### src/rtl/riscv_pkg.sv
// Shared types and widths for the unified memory arbiter.
package riscv_pkg;

  typedef enum logic {
    OWN_IF = 1'b0,
    OWN_D  = 1'b1
  } arb_owner_t;

  typedef enum logic {
    ARB_IDLE = 1'b0,
    ARB_BUSY = 1'b1
  } arb_state_t;

  localparam int unsigned ARB_STREAK_W = 4;
  localparam int unsigned ARB_PERF_W   = 32;

  // Picks the 32-bit instruction word out of a 64-bit memory beat.
  function automatic logic [31:0] arb_fetch_word(input logic [63:0] beat, input logic hi);
    return hi ? beat[63:32] : beat[31:0];
  endfunction

endpackage

### src/rtl/mem_arb_perf.sv
// Grant and conflict event counters for the arbiter; only built under MEM_ARB_PERF_EN.
module mem_arb_perf
  import riscv_pkg::*;
(
  input  logic                  clk,
  input  logic                  rst_n,
  input  logic                  if_gnt_i,
  input  logic                  d_gnt_i,
  input  logic                  conflict_i,
  output logic [ARB_PERF_W-1:0] perf_if_gnt_o,
  output logic [ARB_PERF_W-1:0] perf_d_gnt_o,
  output logic [ARB_PERF_W-1:0] perf_conflict_o
);

  logic [ARB_PERF_W-1:0] if_cnt_q, if_cnt_d;
  logic [ARB_PERF_W-1:0] d_cnt_q, d_cnt_d;
  logic [ARB_PERF_W-1:0] conf_cnt_q, conf_cnt_d;

  // Counters wrap naturally on overflow.
  always_comb begin
    if_cnt_d   = if_cnt_q + ARB_PERF_W'(if_gnt_i);
    d_cnt_d    = d_cnt_q + ARB_PERF_W'(d_gnt_i);
    conf_cnt_d = conf_cnt_q + ARB_PERF_W'(conflict_i);
  end

  always_ff @(posedge clk or negedge rst_n) begin
    if (!rst_n) begin
      if_cnt_q   <= '0;
      d_cnt_q    <= '0;
      conf_cnt_q <= '0;
    end else begin
      if_cnt_q   <= if_cnt_d;
      d_cnt_q    <= d_cnt_d;
      conf_cnt_q <= conf_cnt_d;
    end
  end

  assign perf_if_gnt_o   = if_cnt_q;
  assign perf_d_gnt_o    = d_cnt_q;
  assign perf_conflict_o = conf_cnt_q;

endmodule

### src/rtl/unified_mem_arbiter.sv
// Single-outstanding arbiter sharing one memory port between fetch and LSU.
// Performance counters are built only when MEM_ARB_PERF_EN is defined.
//
//   state    | meaning
//   ARB_IDLE | arbitrate; winner drives the memory request
//   ARB_BUSY | one transaction outstanding, owner_q gets the response
module unified_mem_arbiter
  import riscv_pkg::*;
#(
  parameter int unsigned STARVE_LIMIT = 4
) (
  input  logic        clk,
  input  logic        rst_n,
  input  logic        if_req_i,
  input  logic [63:0] if_addr_i,
  output logic        if_gnt_o,
  output logic        if_rvalid_o,
  output logic [31:0] if_rdata_o,
  input  logic        d_req_i,
  input  logic        d_we_i,
  input  logic [7:0]  d_be_i,
  input  logic [63:0] d_addr_i,
  input  logic [63:0] d_wdata_i,
  output logic        d_gnt_o,
  output logic        d_rvalid_o,
  output logic [63:0] d_rdata_o,
  output logic        mem_req_o,
  output logic        mem_we_o,
  output logic [7:0]  mem_be_o,
  output logic [63:0] mem_addr_o,
  output logic [63:0] mem_wdata_o,
  input  logic        mem_gnt_i,
  input  logic        mem_rvalid_i,
  input  logic [63:0] mem_rdata_i,
  output logic [31:0] perf_if_gnt_o,
  output logic [31:0] perf_d_gnt_o,
  output logic [31:0] perf_conflict_o
);

  localparam logic [ARB_STREAK_W-1:0] LIMIT = ARB_STREAK_W'(STARVE_LIMIT);

  arb_state_t                state_q, state_d;
  arb_owner_t                owner_q, owner_d;
  logic                      addr2_q, addr2_d;
  logic [ARB_STREAK_W-1:0]   streak_q, streak_d;

  logic idle;
  logic if_win;
  logic d_win;
  logic resp;

  always_comb begin
    idle   = (state_q == ARB_IDLE);
    if_win = idle && if_req_i && (!d_req_i || (streak_q == LIMIT));
    d_win  = idle && d_req_i && !if_win;

    mem_req_o   = if_win || d_win;
    mem_we_o    = 1'b0;
    mem_be_o    = 8'h00;
    mem_addr_o  = 64'h0;
    mem_wdata_o = 64'h0;
    if (if_win) begin
      mem_be_o   = 8'hFF;
      mem_addr_o = if_addr_i;
    end else if (d_win) begin
      mem_we_o    = d_we_i;
      mem_be_o    = d_be_i;
      mem_addr_o  = d_addr_i;
      mem_wdata_o = d_wdata_i;
    end

    if_gnt_o = if_win && mem_gnt_i;
    d_gnt_o  = d_win && mem_gnt_i;

    // A response is only meaningful while a transaction is outstanding.
    resp        = !idle && mem_rvalid_i;
    if_rvalid_o = resp && (owner_q == OWN_IF);
    d_rvalid_o  = resp && (owner_q == OWN_D);
    if_rdata_o  = arb_fetch_word(mem_rdata_i, addr2_q);
    d_rdata_o   = mem_rdata_i;
  end

  always_comb begin
    state_d  = state_q;
    owner_d  = owner_q;
    addr2_d  = addr2_q;
    streak_d = streak_q;

    if (if_gnt_o) begin
      state_d = ARB_BUSY;
      owner_d = OWN_IF;
      addr2_d = if_addr_i[2];
    end else if (d_gnt_o) begin
      state_d = ARB_BUSY;
      owner_d = OWN_D;
    end else if (resp) begin
      state_d = ARB_IDLE;
    end

    // Streak counts D grants that overtook a waiting fetch.
    if (!if_req_i || if_gnt_o) begin
      streak_d = '0;
    end else if (d_gnt_o && (streak_q != LIMIT)) begin
      streak_d = streak_q + 1'b1;
    end
  end

  always_ff @(posedge clk or negedge rst_n) begin
    if (!rst_n) begin
      state_q  <= ARB_IDLE;
      owner_q  <= OWN_IF;
      addr2_q  <= 1'b0;
      streak_q <= '0;
    end else begin
      state_q  <= state_d;
      owner_q  <= owner_d;
      addr2_q  <= addr2_d;
      streak_q <= streak_d;
    end
  end

`ifdef MEM_ARB_PERF_EN
  logic conflict;
  assign conflict = idle && if_req_i && d_req_i;

  mem_arb_perf u_perf (
    .clk             (clk),
    .rst_n           (rst_n),
    .if_gnt_i        (if_gnt_o),
    .d_gnt_i         (d_gnt_o),
    .conflict_i      (conflict),
    .perf_if_gnt_o   (perf_if_gnt_o),
    .perf_d_gnt_o    (perf_d_gnt_o),
    .perf_conflict_o (perf_conflict_o)
  );
`else
  assign perf_if_gnt_o   = 32'h0;
  assign perf_d_gnt_o    = 32'h0;
  assign perf_conflict_o = 32'h0;
`endif

endmodule
### config.mk
export PLATFORM = sky130hd
export DESIGN_NAME = unified_mem_arbiter
export DESIGN_NICKNAME = d
export VERILOG_FILES = /design/src/rtl/riscv_pkg.sv /design/src/rtl/mem_arb_perf.sv /design/src/rtl/unified_mem_arbiter.sv
export SDC_FILE = /design/constraint.sdc
export NUM_CORES = 1
export LEC_CHECK = 0
export ABC_AREA = 0
export CORE_AREA = 3 3 237 239
export CTS_CLUSTER_DIAMETER = 50
export DETAILED_ROUTE_END_ITERATION = 10
export DIE_AREA = 0 0 240 242
export PLACE_DENSITY = 0.4
export SLEW_MARGIN = 30
export SYNTH_ARGS = -nofsm -noshare
export SYNTH_HDL_FRONTEND = slang
export SYNTH_SLANG_ARGS = --single-unit
export TNS_END_PERCENT = 1
### constraint.sdc
create_clock -name clk -period 2.2 [get_ports clk]
set_clock_uncertainty 0.05 [all_clocks]
set_input_delay 0.22 -clock clk [delete_from_list [all_inputs] [get_ports clk]]
set_output_delay 0.22 -clock clk [all_outputs]
set_load 0.05 [all_outputs]
# Word level (Yosys, flattened, before mapping)

Index checks and enable logic that the tools add are counted.
W data, S select, Z words.

$add $sub $neg: 1
Muxes and demuxes: 16
Shift-type cells: 0
Bitwise gates (word level): 2
Div/mod/pow operators: 0
$lt $le $gt $ge: 0
Equality and inequality tests: 2
$mul: 0
Reduce and logical (&&, ||, !) cells: 19

Operators by type and width:

| cell                  | count |
|---|---|
| $mux W64              | 4 |
| $mux W32              | 1 |
| $mux W8               | 2 |
| $logic_and A1 B1 Y1   | 10 |
| $mux W4               | 2 |
| $mux W1               | 7 |
| $add A4 B1 Y4 const B | 1 |
| $eq A4 B3 Y1 const B  | 1 |
| $ne A4 B3 Y1 const B  | 1 |
| $reduce_bool A2 Y1    | 2 |
| $logic_not A1 Y1      | 3 |
| $logic_or A1 B1 Y1    | 3 |
| $reduce_bool A3 Y1    | 1 |
| $not A1 Y1            | 2 |

Memories kept: 0
Bits in latches: 0
ROM bits: 0
Register bits: 7
Output and inout port bits: 334
Memory bits (writable): 0

# Longest topological paths before layout

Depth after elaboration: 9
Mapped depth: 7

# Worst setup path after synthesis

No wires, ideal clock.

Path type: flip-flop to output port
From: register streak_q[0]
To: output mem_addr_o[61]
Arrival: 2228 ps
Buffers on the path: 2
Cell stages (with the launch flop): 8
Slack: -298 ps
Cell sequence: dfrtp_1 -> inv_1 -> ha_1 -> nand3b_4 -> a211oi_2 -> buf_4 -> buf_4 -> mux2i_1

Longest elaborated chain between the ends: 7

Ends and longest elaborated chain:

| what                     | line                       | text |
|---|---|---|
| start: declaration       | unified_mem_arbiter.sv:45  | `logic [ARB_STREAK_W-1:0] streak_q, streak_d;` |
| start signal: assignment | unified_mem_arbiter.sv:118 | `streak_q <= streak_d;` |
| $eq A4 B3 Y1 (*)         | unified_mem_arbiter.sv:54  | `if_win = idle && if_req_i && (!d_req_i \|\| (streak_q == LIMIT));` |
| $logic_or A1 B1 Y1 (*)   | unified_mem_arbiter.sv:54  |  |
| $logic_and A1 B1 Y1 (*)  | unified_mem_arbiter.sv:54  |  |
| $logic_not A1 Y1         | unified_mem_arbiter.sv:55  | `d_win = idle && d_req_i && !if_win;` |
| $logic_and A1 B1 Y1      | unified_mem_arbiter.sv:55  |  |
| $mux W64                 | unified_mem_arbiter.sv:65  | `end else if (d_win) begin` |
| $mux W64 (*)             | unified_mem_arbiter.sv:62  | `if (if_win) begin` |
| end: declaration         | unified_mem_arbiter.sv:30  | `output logic [63:0] mem_addr_o,` |

Mark *: on every way between the ends. The rest lies on a longest branch, timed or not.

# Worst setup path in the final report

From: register streak_q[1]
To: output mem_addr_o[5]

Same word-level chain as after synthesis.

==> results by group <==
Status
  • Outcome: complete, but fails checks
  • Failing checks: negative setup slack

Synth
  • Post-synthesis cell count: roughly 530
  • Syn Area/Cell: just over 7 um^2
  • Yosys warns: 0
  • Fraction of registers with async set/reset: between 90% and 100%
  • Post-synthesis instance area: roughly 3800 um^2
  • Netlist cell types: 34
  • Seq cells post-synth: 7
  • Number of synthesized flops with an enable pin: 0
  • Top FF cell, synth: dfrtp_1
  • Sequential-to-total area share from yosys stat: under 10%

Worst setup path
  • R2r endpoint: addr2_q
  • R2r worst-path depth: 7
  • Reg-to-Reg Start: streak_q[1]
  • Crit-path cells: inv_2 > ha_4 > nand3b_4 > a211oi_4 > buf_6 > buf_12 > buf_12 > mux2i_4 > buf_6 > buf_12
  • Critical path endpoint category: primary output
  • Worst setup path class: register to primary output
  • Slowest cell on crit path: dfrtp_1
  • Flop2flop setup slack: between 0.4 and 0.5 ns
  • CP delay by family, top: buffers and inverters
  • Data arrival time of the worst path: 2.18 ns
  • Max incr delay on CP: approximately 0.38 ns
  • Worst path most repeated cell: buf_12
  • Required @ worst endpoint: between 1.5 and 2 ns
  • CP Buf/Inv Count: 6
  • CP Max Fanout: 8
  • Worst setup SP type: register

Placed design
  • Port bufs: between 500 and 600
  • Final HPWL from detailed placement: 21600 um
  • Pre-CTS WS: -0.270 ns
  • Global placement routability congestion: between 0.8 and 0.9

Route
  • Initial drt markers: 66
  • Drt total wl: 24500 um
  • TritonRoute pass-1 iters: 4
  • Routed vias: a little under 5000
  • Detailed-route DRC error count: 0
  • Routed Antenna Nets: 0
  • Via-to-Cell Ratio: roughly 2.9
  • Routed len/inst: roughly 14 um

Clock tree
  • CTS tree: yes
  • Clk root buf: clkbuf_16
  • Clk slew on worst S/H paths: ~0.05 ns
  • H-tree levels: 1
  • CTS Hold Bufs: 0
  • CTS max path bufs: 2
  • Worst-skew pair later-pin latency: around 0.25 ns
  • Total CTS buffers: 3
  • CTS Sinks: 7

GRT
  • Largest net degree at the start of global routing: 35
  • GR Util All Layers: 7.64%
  • Grt total ovfl: 0
  • Initial antenna violation count: 2
  • Vias in the first global route: about 4900
  • First-pass GRT wire length: 32700 um

Floorplan
  • Die Y: about 240 um
  • Die W: approximately 240 um
  • I/O pin cnt: ~610
  • Core Area: around 54000 um^2
  • Die ar.: 58100 um^2
  • # rows: 85
  • Initial core utilization: 7.06%

STA
  • Fmax: around 400 MHz
  • Relative max-transition margin: roughly two thirds
  • Minimum clock period: between 2 and 2.5 ns
  • Slew Viols, Final: 0
  • Tightest Pin Transition: roughly 0.51 ns
  • Endpoints failing setup: 128
  • Fin Setup TNS: -16.90 ns
  • Fin. Hold Viols: 0
  • RSZ-0062 raised after global routing: true
  • Final Cycle Share: 111%
  • PnR worst setup slack: -0.251 ns

Final layout
  • Area Overhead vs Synth: 211%
  • Commonest non-fill, non-tap cell in the layout: clkdlybuf4s50_1
  • Final core occ: between 20% and 30%
  • Nets: roughly 1300
  • Share of cells above drive strength 1: 40.7%
  • Most frequent cells in the layout: 312 x clkdlybuf4s50_1, 185 x buf_12, 96 x conb_1

Run
  • Max-cap viol count: 0

Power
  • Tot Pwr: 5710 uW
  • Pleak: 0.00496 uW
  • PwrDens: approximately 480 nW/um^2
  • Peak supply drop: 0.000176 V

Min path
  • Hold Path Class: input pin to async pin
## repair_timing
action                     CTS  global route
setup buffers                3             0
resized for setup          120            50
pin swaps                   33             2
setup endpoints to repair  138           138
cloned                       1             2
## flip-flops by register name, indices dropped and copies added (netlist names)
name	cells
streak_q	4
addr2_q	1
owner_q	1
state_q	1
## area by class of cell
cell class / count / area, um^2
diodes: 1 / 2.50
multi-input cells: 364 / 3070
fillers: 5849 / 42200
well taps: 696 / 871
repair buffers: 561 / 7420
clock buffers: 3 / 75.1
clock inverters: 1 / 5.00
inverters: 68 / 255
flip-flops and latches: 7 / 175
## kinds of logic after synthesis
kind of cell,after synthesis,synth area share (%)
compound gates,21,4.10
other cells,1,0.0984
mux,97,26.6
buf+inv,255,43.4
simple gates,148,20.6
flops,7,4.59
fa+ha+maj,2,0.656
## layer usage
layer	vias up	global-route usage, %	wire length (um)
met4	2	0.796	97
met2	303	15.4	13800
met1	2198	7.70	8220
met3	4	2.52	2380
met5	-	0	13
li1	2358	-	-
## cell usage after synthesis (3+ instances only)
cell      instances  share of area (%)
clkbuf_1          3               0.30
buf_4           163                 32
buf_6            10                3.0
nor2_1            4               0.39
mux2_2           33                9.7
mux2i_1          64                 17
and2_1           66                 11
o21ai_0           3               0.39
dfrtp_1           7                4.6
inv_1            68                6.7
nand2_1          65                6.4
a211oi_1          3               0.59
buf_2             9                1.2
a21o_1            8                1.6
## worst max-delay path by stage
stage | startpoint | endpoint | slack (ns) | depth (start not counted)
floorplan | streak_q[0] | mem_addr_o[10] | -0.29 | 7
CTS | streak_q[1] | mem_addr_o[38] | -0.26 | 9
global placement | d_req_i | mem_addr_o[5] | -0.28 | 8
detailed placement | d_req_i | mem_addr_o[5] | -0.27 | 8
global route | streak_q[1] | mem_addr_o[21] | -0.35 | 10
finish | streak_q[1] | mem_addr_o[5] | -0.25 | 10
## report_power, final
| group | internal [uW] | switching (uW) |
|---|---|---|
| combinational | 2420 | 2770 |
| sequential | 143 | 17.8 |
| clock | 243 | 113 |
| total | 2810 | 2900 |
## worst register-to-register path, stage by stage, from the launching register on
cell      delay [ns]
dfrtp_1         0.38
inv_2           0.07
ha_4            0.15
nand3b_4        0.09
buf_4           0.16
a211oi_2        0.20
buf_4           0.18
mux2_2          0.34
## through the flow
stage,area [um^2],hold WS (ns),cells
floorplan,4180,-0.126,626
global placement,10900,0.484,1690
detailed placement,10900,0.497,1690
CTS,11500,0.286,1698
global route,11900,0.307,1700
finish,11900,0.261,1701
Note: power is estimated with default switching activity, not from simulation.
